**config.mk**
```make
export PLATFORM = sky130hd
export DESIGN_NAME = conbus_wdt
export DESIGN_NICKNAME = d
export VERILOG_FILES = /design/src/rtl/conbus_pkg.sv /design/src/rtl/conbus_wdt.sv
export SDC_FILE = /design/constraint.sdc
export NUM_CORES = 1
export LEC_CHECK = 0
export BUFFER_PORTS_ARGS = -buffer_cell sky130_fd_sc_hd__buf_2
export CORE_MARGIN = 10
export CORE_UTILIZATION = 42
export CTS_CLUSTER_DIAMETER = 50
export CTS_CLUSTER_SIZE = 20
export DETAILED_ROUTE_END_ITERATION = 10
export PLACE_DENSITY = 0.86
export SLEW_MARGIN = 15
export SYNTH_ARGS = -nofsm -noshare
export SYNTH_HDL_FRONTEND = slang
export SYNTH_SLANG_ARGS = --single-unit
```
**constraint.sdc**
```tcl
create_clock -name sys_clk -period 7.5 [get_ports sys_clk]
set_clock_uncertainty 0.2 [all_clocks]
set_input_delay 2.25 -clock sys_clk [delete_from_list [all_inputs] [get_ports sys_clk]]
set_output_delay 2.25 -clock sys_clk [all_outputs]
set_load 0.02 [all_outputs]
```
**src/rtl/conbus_pkg.sv**
```systemverilog
// Shared conbus definitions: watchdog FSM encoding, default error read data
// and the Wishbone cycle-type codes.
package conbus_pkg;

  typedef enum logic [1:0] {
    ST_IDLE  = 2'd0,
    ST_WAIT  = 2'd1,
    ST_ABORT = 2'd2
  } wdt_state_e;

  localparam logic [31:0] ERR_DATA_DEFAULT = 32'hdeadbeef;

  localparam logic [2:0] CTI_CLASSIC = 3'b000;
  localparam logic [2:0] CTI_EOB     = 3'b111;

endpackage

```
**src/rtl/conbus_wdt.sv**
```systemverilog
// Wishbone watchdog between a conbus slave port and its slave: forwards every
// cycle untouched, but force-acks and aborts a beat the slave leaves hanging.
module conbus_wdt
  import conbus_pkg::*;
#(
  parameter int unsigned TIMEOUT  = 1024,
  parameter logic [31:0] ERR_DATA = ERR_DATA_DEFAULT,
  parameter int unsigned ERRCNT_W = 8
) (
  input  logic                sys_clk,
  input  logic                sys_rst,
  input  logic                enable_i,
  input  logic                err_clr_i,
  input  logic [31:0]         m_dat_i,
  input  logic [31:0]         m_adr_i,
  input  logic [2:0]          m_cti_i,
  input  logic [3:0]          m_sel_i,
  input  logic                m_we_i,
  input  logic                m_cyc_i,
  input  logic                m_stb_i,
  output logic [31:0]         m_dat_o,
  output logic                m_ack_o,
  output logic [31:0]         s_dat_o,
  output logic [31:0]         s_adr_o,
  output logic [2:0]          s_cti_o,
  output logic [3:0]          s_sel_o,
  output logic                s_we_o,
  output logic                s_cyc_o,
  output logic                s_stb_o,
  input  logic [31:0]         s_dat_i,
  input  logic                s_ack_i,
  output logic                timeout_o,
  output logic                err_sticky_o,
  output logic [31:0]         err_adr_o,
  output logic [ERRCNT_W-1:0] err_count_o
);

  localparam int unsigned CNT_W = $clog2(TIMEOUT + 1);
  typedef logic [CNT_W-1:0] cnt_t;
  localparam cnt_t CNT_LIMIT = cnt_t'(TIMEOUT);

  wdt_state_e            state_q, state_d;
  cnt_t                  waitCnt_q, waitCnt_d;
  logic                  timeout_q, timeout_d;
  logic                  errSticky_q, errSticky_d;
  logic [31:0]           errAdr_q, errAdr_d;
  logic [ERRCNT_W-1:0]   errCount_q, errCount_d;
  logic                  req;
  logic                  inAbort;
  logic                  forceAck;

  assign req     = m_cyc_i & m_stb_i;
  assign inAbort = (state_q == ST_ABORT);

  // A slave ack on the limit cycle wins, and a reset cycle never forces an ack.
  assign forceAck = (state_q == ST_WAIT) && req && !s_ack_i && enable_i &&
                    (waitCnt_q == CNT_LIMIT) && !sys_rst;

  assign s_dat_o = m_dat_i;
  assign s_adr_o = m_adr_i;
  assign s_cti_o = m_cti_i;
  assign s_sel_o = m_sel_i;
  assign s_we_o  = m_we_i;
  assign s_cyc_o = m_cyc_i & ~inAbort;
  assign s_stb_o = m_stb_i & ~inAbort;

  assign m_ack_o = ~inAbort & (s_ack_i | forceAck);
  assign m_dat_o = forceAck ? ERR_DATA : s_dat_i;

  assign timeout_o    = timeout_q;
  assign err_sticky_o = errSticky_q;
  assign err_adr_o    = errAdr_q;
  assign err_count_o  = errCount_q;

  always_comb begin
    state_d   = state_q;
    waitCnt_d = waitCnt_q;
    unique case (state_q)
      ST_IDLE: begin
        if (req && !s_ack_i && enable_i) begin
          state_d   = ST_WAIT;
          waitCnt_d = cnt_t'(1);
        end else begin
          waitCnt_d = '0;
        end
      end
      ST_WAIT: begin
        if (s_ack_i || !req || !enable_i) begin
          state_d   = ST_IDLE;
          waitCnt_d = '0;
        end else if (waitCnt_q == CNT_LIMIT) begin
          state_d   = ST_ABORT;
          waitCnt_d = '0;
        end else begin
          waitCnt_d = waitCnt_q + 1'b1;
        end
      end
      ST_ABORT: begin
        state_d   = ST_IDLE;
        waitCnt_d = '0;
      end
      default: begin
        state_d   = ST_IDLE;
        waitCnt_d = '0;
      end
    endcase
  end

  // A timeout in the same cycle as a clear restarts the log at one fault.
  always_comb begin
    timeout_d   = forceAck;
    errSticky_d = errSticky_q;
    errAdr_d    = errAdr_q;
    errCount_d  = errCount_q;
    if (forceAck) begin
      errSticky_d = 1'b1;
      errAdr_d    = m_adr_i;
      if (err_clr_i) begin
        errCount_d = ERRCNT_W'(1);
      end else if (errCount_q != {ERRCNT_W{1'b1}}) begin
        errCount_d = errCount_q + 1'b1;
      end
    end else if (err_clr_i) begin
      errSticky_d = 1'b0;
      errCount_d  = '0;
    end
  end

  always_ff @(posedge sys_clk) begin
    if (sys_rst) begin
      state_q     <= ST_IDLE;
      waitCnt_q   <= '0;
      timeout_q   <= 1'b0;
      errSticky_q <= 1'b0;
      errAdr_q    <= '0;
      errCount_q  <= '0;
    end else begin
      state_q     <= state_d;
      waitCnt_q   <= waitCnt_d;
      timeout_q   <= timeout_d;
      errSticky_q <= errSticky_d;
      errAdr_q    <= errAdr_d;
      errCount_q  <= errCount_d;
    end
  end

endmodule

```
==> key figures, run 1 <==
Final layout
  – Ant diodes: 0
  – Fill cells: 680
  – Final Util: 0.502
  – Nets: 585
  – Area of the multi-input gates: 1370 um^2
  – Area delta synth->final: 16.5%
  – Post-Layout Cell Count: 571
  – Layout cells sized above 1: 0.470
  – FF/Latch Area: 1100 um^2
  – Commonest non-fill, non-tap cell in the layout: buf_2
  – Most frequent cells in the layout: buf_2, dfxtp_1, nand3_1, nand2b_1, o21ai_0

Clock network
  – Worst-path clk slew: 90 ps
  – CTS root buf: clkbuf_8
  – Clock buffer depth: 2
  – CTS sink cnt: 55
  – Postcts setup bufs: 0
  – Worst-Skew Late Latency: 300 ps
  – CTS buffer count: 5
  – H-tree levels: 2
  – CTS Hold Bufs: 0
  – CTS tree: yes
  – Number of gates resized after CTS: 0

Global routing
  – Number of global-route vias before repair: 2875
  – Gr usage total: 0.154
  – Largest net degree at the start of global routing: 42
  – Antenna violations before repair: 0
  – First-pass GRT wire length: 14.6 mm
  – Gr ovfl total: 0

Timing
  – Period utilization: 0.869
  – Final TNS setup: 0 ps
  – Worst slew margin: 0.402
  – Final Hold Vio Count: 0
  – F_max: 153 MHz
  – Min cycle time layout: 6520 ps
  – Final Max Tran Viols: 0
  – Actual slew at the worst max-slew pin: 895 ps
  – Final Setup Violations: 0
  – RSZ-0062 raised after global routing: no

Die
  – Starting Density: 0.431
  – Die boundary width: 106 um
  – # rows: 31
  – Io pins: 260
  – Core area: 7210 um^2
  – Die Footprint: 11200 um^2
  – Die outline height: 106 um

Logic synthesis
  – Sequential-to-total area share from yosys stat: 0.354
  – Mapped Area: 3110 um^2
  – Main synth FF type: dfxtp_1
  – Yosys warns: 0
  – #FFs+latches synth: 55
  – Post-synth EDFFs: 0
  – Syn_nets: 488
  – Synth cell types: 48
  – Mapped Cells: 374
  – Fraction of registers with async set/reset: 0
  – Mean post-synth cell area: 8.32 um^2

Setup path
  – Crit Reg-Reg Endpoint: err_adr_o[26]
  – Required @ worst endpoint: 5050 ps
  – Top Family by Delay on Critical Path: simple AND/OR/NAND/NOR gates
  – CP Buf/Inv Count: 3
  – CP most frequent cell: buf_2
  – Crit path from: sys_rst
  – Crit. End Element: output port
  – Crit path DAT: 4070 ps
  – Reg2Reg Launch Point: waitCnt_q[0]
  – Max stage delay on crit path: 340 ps
  – Crit start category: input port
  – Critical path fanouts, max: 38
  – R2R depth: 7
  – Worst-path cell with the longest stage delay: buf_4
  – CP Cell Sequence: buf_2 > nand3b_1 > or2_1 > nor2_4 > buf_4 > or2_2 > buf_2
  – Setup slack, reg-to-reg: 5050 ps
  – Crit Path Category: input port to output port

Min path
  – Hold WC Path Type: flop to flop
  – Hold Path End: err_sticky_o
  – Hold depth: 1
  – HP Start: err_sticky_o

Routing
  – DRC violations left: 0
  – Mean number of vias per cell: 4.83
  – Final wirelength: 9.47 mm
  – Antenna-violating nets left: 0
  – Initial DRC Count: 113
  – Routed WL per cell: 16.6 um
  – Vias: 2756
  – Iteration count of the initial detailed-routing pass: 5

Pwr
  – Peak VDD IR: 0.0866 mV
  – Static Leak: 1.69 nW
  – PnR Total Power: 0.000544 W
  – Power per cell area: 150 nW/um^2

Flow run
  – Number of max-cap violations: 0

Outcome
  – Status: finished clean

Place
  – DP HPWL: 7.71 mm
  – Port Buffer Count: 179
  – Placed Instances: 563
  – GP Congestion: 0.796
final cells by class:
cell class	instances	area share
clock buffer	8	0.0276
inverter	2	0.00207
multi-input combinational	225	0.379
sequential	55	0.304
tap	99	0.0342
timing repair buffer	182	0.253
metal layers:
metal	vias to the layer above	routed length (um)	track usage
li1	1372	-	-
met3	24	1000	0.0731
met5	-	0	0
met2	120	4450	0.251
met4	0	204	0.0590
met1	1240	3800	0.171
metrics by stage:
step | worst slack, ps | hold WS (ps) | area, um^2
floorplan | 1730 | 239 | 3110
global placement | 1070 | 239 | 3520
detailed placement | 961 | 251 | 3520
CTS | 962 | 275 | 3620
global route | 830 | 293 | 3620
finish | 984 | 275 | 3620
synth_stat cells, drive strengths merged, types with 2 or more instances:
| cell | n | area share |
|---|---|---|
| ha | 3 | 0.012 |
| a211oi | 2 | 0.0048 |
| and2 | 3 | 0.0060 |
| clkbuf | 11 | 0.015 |
| buf | 81 | 0.19 |
| nand3 | 39 | 0.063 |
| nand4 | 3 | 0.0060 |
| inv | 2 | 0.0024 |
| a31oi | 4 | 0.0080 |
| nand2 | 11 | 0.013 |
| xor2 | 7 | 0.020 |
| or2 | 27 | 0.054 |
| dfxtp | 55 | 0.35 |
| and4 | 5 | 0.014 |
| and3 | 5 | 0.010 |
| o21ai | 32 | 0.051 |
| nor2 | 16 | 0.020 |
| nand2b | 33 | 0.066 |
| xnor2 | 2 | 0.0056 |
| mux2i | 2 | 0.0064 |
| nor2b | 9 | 0.018 |
| a21oi | 2 | 0.0032 |
| nor4b | 3 | 0.012 |
kinds of logic (layout without fill, tap and decap cells):
family          Yosys count  after routing  share of synthesized area
flops                    55             55                      0.354
compound gates           49             49                     0.0897
fa+ha+maj                 3              3                     0.0121
simple gates            162            162                      0.304
buf+inv                  94            192                      0.209
mux                       2              2                    0.00644
xor+xnor                  9              9                     0.0253
worst max-delay path by stage:
stage / end / slack [ps] / cells after the start
after CTS: m_dat_o[15] / 960 / 7
after global routing: m_dat_o[15] / 830 / 7
after detailed placement: m_dat_o[15] / 960 / 7
final: m_dat_o[15] / 980 / 7
after global placement: m_dat_o[25] / 1070 / 7
after floorplan: m_ack_o / 1730 / 5
where the power goes:
part	internal (W)	switching (W)	total [W]
logic	0.0000347	0.0000453	0.0000800
registers	0.000292	0.000000205	0.000292
clock network	0.0000844	0.0000880	0.000172
total	0.000411	0.000134	0.000544
state kept, by name, indices dropped and copies added, names as in the netlist:
signal        count
err_adr_o        32
err_sticky_o      1
err_count_o       8
state_q           2
waitCnt_q        11
timeout_o         1
Power figures use the tool's default switching activity.
==> run 2, diff against run 1 <==
- CORE_ASPECT_RATIO: default -> 0.9
==> key figures, run 2 (synthesis results as in run 1) <==
Place
  – DP Area: 3520 um^2
  – Port Buffer Count: 179
  – DP HPWL: 7.96 mm
  – GP Congestion: 0.803
  – Placed Instances: 557
  – Worst Setup Slack post-DPL: 871 ps

Routing
  – DRC violations left: 0
  – Initial DRC Count: 96
  – Mean number of vias per cell: 5.08
  – Iteration count of the initial detailed-routing pass: 4
  – Routed WL per cell: 17.5 um
  – Final wirelength: 9.88 mm
  – Vias: 2868
  – Antenna-violating nets left: 0

Final layout
  – Nets: 585
  – Most frequent cells in the layout: buf_2, dfxtp_1, nand3_1, nand2b_1, o21ai_0
  – Post-Layout Cell Count: 565
  – Commonest non-fill, non-tap cell in the layout: buf_2
  – Ant diodes: 0
  – Area delta synth->final: 16.0%
  – Layout cells sized above 1: 0.470
  – Max FFs per register: 32
  – Final instance area: 3610 um^2

Global routing
  – First-pass GRT wire length: 15.1 mm
  – Antenna violations before repair: 0
  – Number of global-route vias before repair: 3021
  – Gr ovfl total: 0
  – Gr usage total: 0.157
  – Largest net degree at the start of global routing: 44

Pwr
  – Peak VDD IR: 0.0734 mV
  – P_int: 0.000392 W
  – Power per cell area: 147 nW/um^2
  – Sw Ratio: 0.263
  – Static Leak: 1.68 nW
  – Sequential share of power: 0.549
  – Sw power: 0.000140 W
  – Logic pwr share: 0.151
  – Clock power share: 0.300

Clock network
  – Worst-Skew Late Latency: 300 ps
  – CTS root buf: clkbuf_8
  – Number of gates resized after CTS: 0
  – CTS tree: yes
  – CTS buffer count: 5
  – Worst-path clk slew: 90 ps
  – Clock buffer depth: 2
  – Postcts setup bufs: 0
  – CTS Hold Bufs: 0
  – H-tree levels: 2
  – CTS sink cnt: 55

Timing
  – Final Max Tran Viols: 0
  – Period utilization: 0.880
  – Hold_ws: 252 ps
  – RSZ-0062 raised after global routing: no
  – Actual slew at the worst max-slew pin: 750 ps
  – F_max: 151 MHz
  – Final TNS setup: 0 ps
  – Min cycle time layout: 6600 ps
  – Worst slew margin: 0.499
  – Final Setup Violations: 0
  – Final Hold Vio Count: 0
  – Setup ws final: 896 ps

Setup path
  – Crit path DAT: 4150 ps
  – Crit. End Element: output port
  – CP Cell Sequence: buf_2 > nand3b_1 > or2_1 > nor2_4 > buf_12 > o21a_1 > buf_2
  – Crit start category: input port
  – CP most frequent cell: buf_2
  – Critical path fanouts, max: 43
  – CP Buf/Inv Count: 3
  – Worst-path cell with the longest stage delay: nor2_4
  – Top Family by Delay on Critical Path: simple AND/OR/NAND/NOR gates
  – Required @ worst endpoint: 5050 ps
  – Max stage delay on crit path: 480 ps
  – Crit Path Category: input port to output port

Flow run
  – Number of max-cap violations: 0

Die
  – Io pins: 260
  – Starting Density: 0.437
  – Die outline height: 102 um
  – Die Footprint: 11300 um^2
  – Die boundary width: 111 um
  – Core area: 7110 um^2
  – # rows: 29

Outcome
  – Status: finished clean

Min path
  – Hold WC Path Type: flop to flop
==> run 2: area by class of cell <==
type / count / area [um^2]
clock buffer: 6 / 72.6
clock inverter: 2 / 12.5
sequential: 55 / 1100
inverter: 2 / 7.51
timing repair buffer: 182 / 931
fill: 691 / 3500
tap: 93 / 116
multi-input combinational: 225 / 1370
==> run 2: layer usage <==
layer / wire, um / GRT usage / vias to the layer above
met3: 1040 / 0.0709 / 20
met2: 4860 / 0.279 / 153
li1: - / - / 1373
met4: 155 / 0.0520 / 0
met1: 3830 / 0.164 / 1322
met5: 0 / 0 / -
==> run 2: path summary, 6_finish.rpt <==
check | startpoint | to | slack [ps] | cells after the start
worst max-delay path | sys_rst | m_ack_o | 900 | 7
worst min-delay path | err_sticky_o | err_sticky_o | 250 | 1
worst max register to register | waitCnt_q[0] | err_adr_o[30] | 5110 | 7
worst min register to register | err_sticky_o | err_sticky_o | 250 | 1
==> run 2: power groups by stage <==
stage / clock network [W] / logic, W / registers [W]
finish: 0.000160 / 0.0000802 / 0.000292
global route: 0.000173 / 0.0000862 / 0.000292
CTS: 0.000166 / 0.0000815 / 0.000292
detailed placement: 0 / 0.0000811 / 0.000299
global placement: 0 / 0.0000805 / 0.000299
floorplan: 0 / 0.0000839 / 0.000299
==> run 2: per-stage QoR <==
step | util | power, W
floorplan | - | 0.000383
global placement | 0.495 | 0.000379
detailed placement | 0.495 | 0.000380
CTS | 0.507 | 0.000539
global route | 0.507 | 0.000552
finish | 0.507 | 0.000532
==> run 2: worst register-to-register path, cell delays in order, from the launching register on <==
cell and delay, ps:
dfxtp_1 350, inv_1 70, ha_1 130, nor4b_2 300, nand3_1 280, nor2_4 550
buf_12 280, o21ai_0 130
==> run 3, diff against run 2 <==
- ABC_AREA: default -> 1
- PLACE_DENSITY: 0.86 -> 0.87
==> key figures, run 3 <==
Routing
  – Antenna-violating nets left: 0
  – Mean number of vias per cell: 4.67
  – Iteration count of the initial detailed-routing pass: 4
  – Initial DRC Count: 119
  – Routed WL per cell: 14.9 um
  – DRC violations left: 0
  – Vias: 2944
  – Final wirelength: 9.41 mm

Final layout
  – Layout cells sized above 1: 0.416
  – Nets: 651
  – Final instance area: 3560 um^2
  – Post-Layout Cell Count: 631
  – Max FFs per register: 32
  – Most frequent cells in the layout: buf_2, nand2_1, dfxtp_1, nand3_1, nor2_1
  – Commonest non-fill, non-tap cell in the layout: buf_2
  – Ant diodes: 0
  – Fill cells: 708
  – Area delta synth->final: 15.2%

Setup path
  – Reg2Reg Launch Point: waitCnt_q[0]
  – Crit. End Element: output port
  – CP most frequent cell: buf_2
  – Crit path DAT: 3780 ps
  – CP Cell Sequence: buf_2 > inv_2 > nand2_1 > nor2_2 > nand2_4 > a22oi_1 > buf_2
  – CP Buf/Inv Count: 3
  – Crit path from: sys_rst
  – Critical path fanouts, max: 36
  – Worst-path cell with the longest stage delay: inv_2
  – Crit Path Category: input port to output port
  – Top Family by Delay on Critical Path: buffers and inverters
  – Max stage delay on crit path: 400 ps
  – Required @ worst endpoint: 5050 ps
  – Crit start category: input port

Die
  – Core area: 7110 um^2
  – Io pins: 260
  – Starting Density: 0.435
  – Die Footprint: 11200 um^2
  – Die boundary width: 110 um
  – Die outline height: 101 um
  – # rows: 29

Logic synthesis
  – Syn_nets: 550
  – Post-synth EDFFs: 0
  – Synth Area in Simple Gates: 0.340
  – Commonest cells post-synth: nand2_1, buf_4, dfxtp_1
  – Mean post-synth cell area: 7.10 um^2
  – Mapped Cells: 436
  – Synth Area in Compound Gates: 0.0332
  – Sequential-to-total area share from yosys stat: 0.356
  – Largest family of logic cells by synthesized area: simple AND/OR/NAND/NOR gates
  – Yosys warns: 0
  – Mapped Area: 3090 um^2
  – Mux cell area share after synthesis: 0
  – Main synth FF type: dfxtp_1
  – Post-synth top area share: 0.356
  – Top post-synthesis cells by area: dfxtp_1, buf_4, nand2_1, nand3_1, nor2_1
  – Fraction of registers with async set/reset: 0
  – XOR/XNOR Fraction of Synth Area: 0.00849
  – Cell taking the most area after synthesis: dfxtp_1
  – Synth cell types: 29
  – Most numerous cell in the Yosys netlist: nand2_1
  – #FFs+latches synth: 55
  – Adder-Cell Fraction of Synth Area: 0.0121

Clock network
  – CTS Hold Bufs: 0
  – Postcts setup bufs: 0
  – Number of gates resized after CTS: 0
  – Worst-path clk slew: 90 ps
  – Clock buffer depth: 2
  – CTS root buf: clkbuf_8
  – CTS buffer count: 5
  – CTS tree: yes
  – H-tree levels: 2
  – Worst-Skew Late Latency: 300 ps
  – CTS sink cnt: 55

Pwr
  – Sw power: 0.000140 W
  – Peak VDD IR: 0.0760 mV
  – Clock power share: 0.298
  – Logic pwr share: 0.150
  – Static Leak: 1.97 nW
  – Power per cell area: 149 nW/um^2
  – P_int: 0.000390 W
  – Sw Ratio: 0.264
  – Sequential share of power: 0.552

Global routing
  – Antenna violations before repair: 0
  – Gr ovfl total: 0
  – Gr usage total: 0.158
  – First-pass GRT wire length: 14.9 mm
  – Largest net degree at the start of global routing: 37
  – Number of global-route vias before repair: 3003

Timing
  – Worst slew margin: 0.608
  – RSZ-0062 raised after global routing: no
  – Final TNS setup: 0 ps
  – Final Setup Violations: 0
  – F_max: 161 MHz
  – Final Max Tran Viols: 0
  – Min cycle time layout: 6230 ps
  – Actual slew at the worst max-slew pin: 587 ps
  – Period utilization: 0.830
  – Final Hold Vio Count: 0

Outcome
  – Status: finished clean

Place
  – Placed Instances: 623
  – Port Buffer Count: 179
  – DP Area: 3480 um^2
  – DP HPWL: 8.02 mm
  – GP Congestion: 0.772

Min path
  – Hold WC Path Type: flop to flop
  – HP Start: err_sticky_o

Flow run
  – Number of max-cap violations: 0
## run 3: changes by cell type after synthesis, sizes merged, moves of 10 or more
cell and change:
nor2 +29, o21ai -27, clkbuf -10, inv +37, nand2b -33, nand2 +93
## run 3: worst reg2reg max path: cells and delay by family, from the launching register on
family | cells | cell delay (ps)
AO/OA/AOI/OAI | 1 | 150
adder cells (fa/ha/maj) | 1 | 190
buffers and inverters | 3 | 620
flip-flops | 1 | 340
AND/OR/NAND/NOR | 5 | 700
## run 3: cell type report
class	instances	area (um^2)	share of cell area
multi-input combinational	256	1220	0.342
clock buffer	7	76.3	0.0214
sequential	55	1100	0.309
tap	93	116	0.0326
clock inverter	1	5.00	0.00140
timing repair buffer	179	896	0.251
inverter	40	150	0.0421
## run 3: power groups by stage
| stage | registers (W) | clock network [W] | logic, W |
|---|---|---|---|
| 6_report | 0.000292 | 0.000158 | 0.0000796 |
| 2_1_floorplan | 0.000299 | 0 | 0.0000839 |
| 3_3_place_gp | 0.000299 | 0 | 0.0000803 |
| 4_1_cts | 0.000292 | 0.000163 | 0.0000811 |
| 5_1_grt | 0.000292 | 0.000175 | 0.0000868 |
| 3_5_place_dp | 0.000299 | 0 | 0.0000810 |
## run 3: final timing paths
kind / end / slack (ps) / depth (start not counted)
max: m_ack_o / 1270 / 7
max reg2reg: err_count_o[0] / 5230 / 10
min reg2reg: err_sticky_o / 260 / 2
min: err_sticky_o / 260 / 2
## run 3: per-layer routing
layer,up-vias,wire length (um),GRT usage
met5,-,0,0.00417
met4,0,138,0.0560
met3,11,1190,0.0857
met2,170,4650,0.285
met1,1285,3430,0.151
li1,1478,-,-
## run 3: stage by stage
step | power, W | utilization | hold WS, ps | setup slack [ps]
2_1_floorplan | 0.000383 | - | 300 | 1760
3_3_place_gp | 0.000379 | 0.490 | 243 | 1240
3_5_place_dp | 0.000380 | 0.490 | 253 | 1240
4_1_cts | 0.000536 | 0.501 | 268 | 1240
5_1_grt | 0.000554 | 0.501 | 285 | 1140
6_report | 0.000529 | 0.501 | 264 | 1270
## run 3: logic make-up (layout without fill, tap and decap cells)
kind of cell | Yosys count | after routing
AND/OR/NAND/NOR | 231 | 231
adder cells (fa/ha/maj) | 3 | 3
AO/OA/AOI/OAI | 19 | 19
buffers and inverters | 125 | 227
XOR/XNOR | 3 | 3
flip-flops | 55 | 55
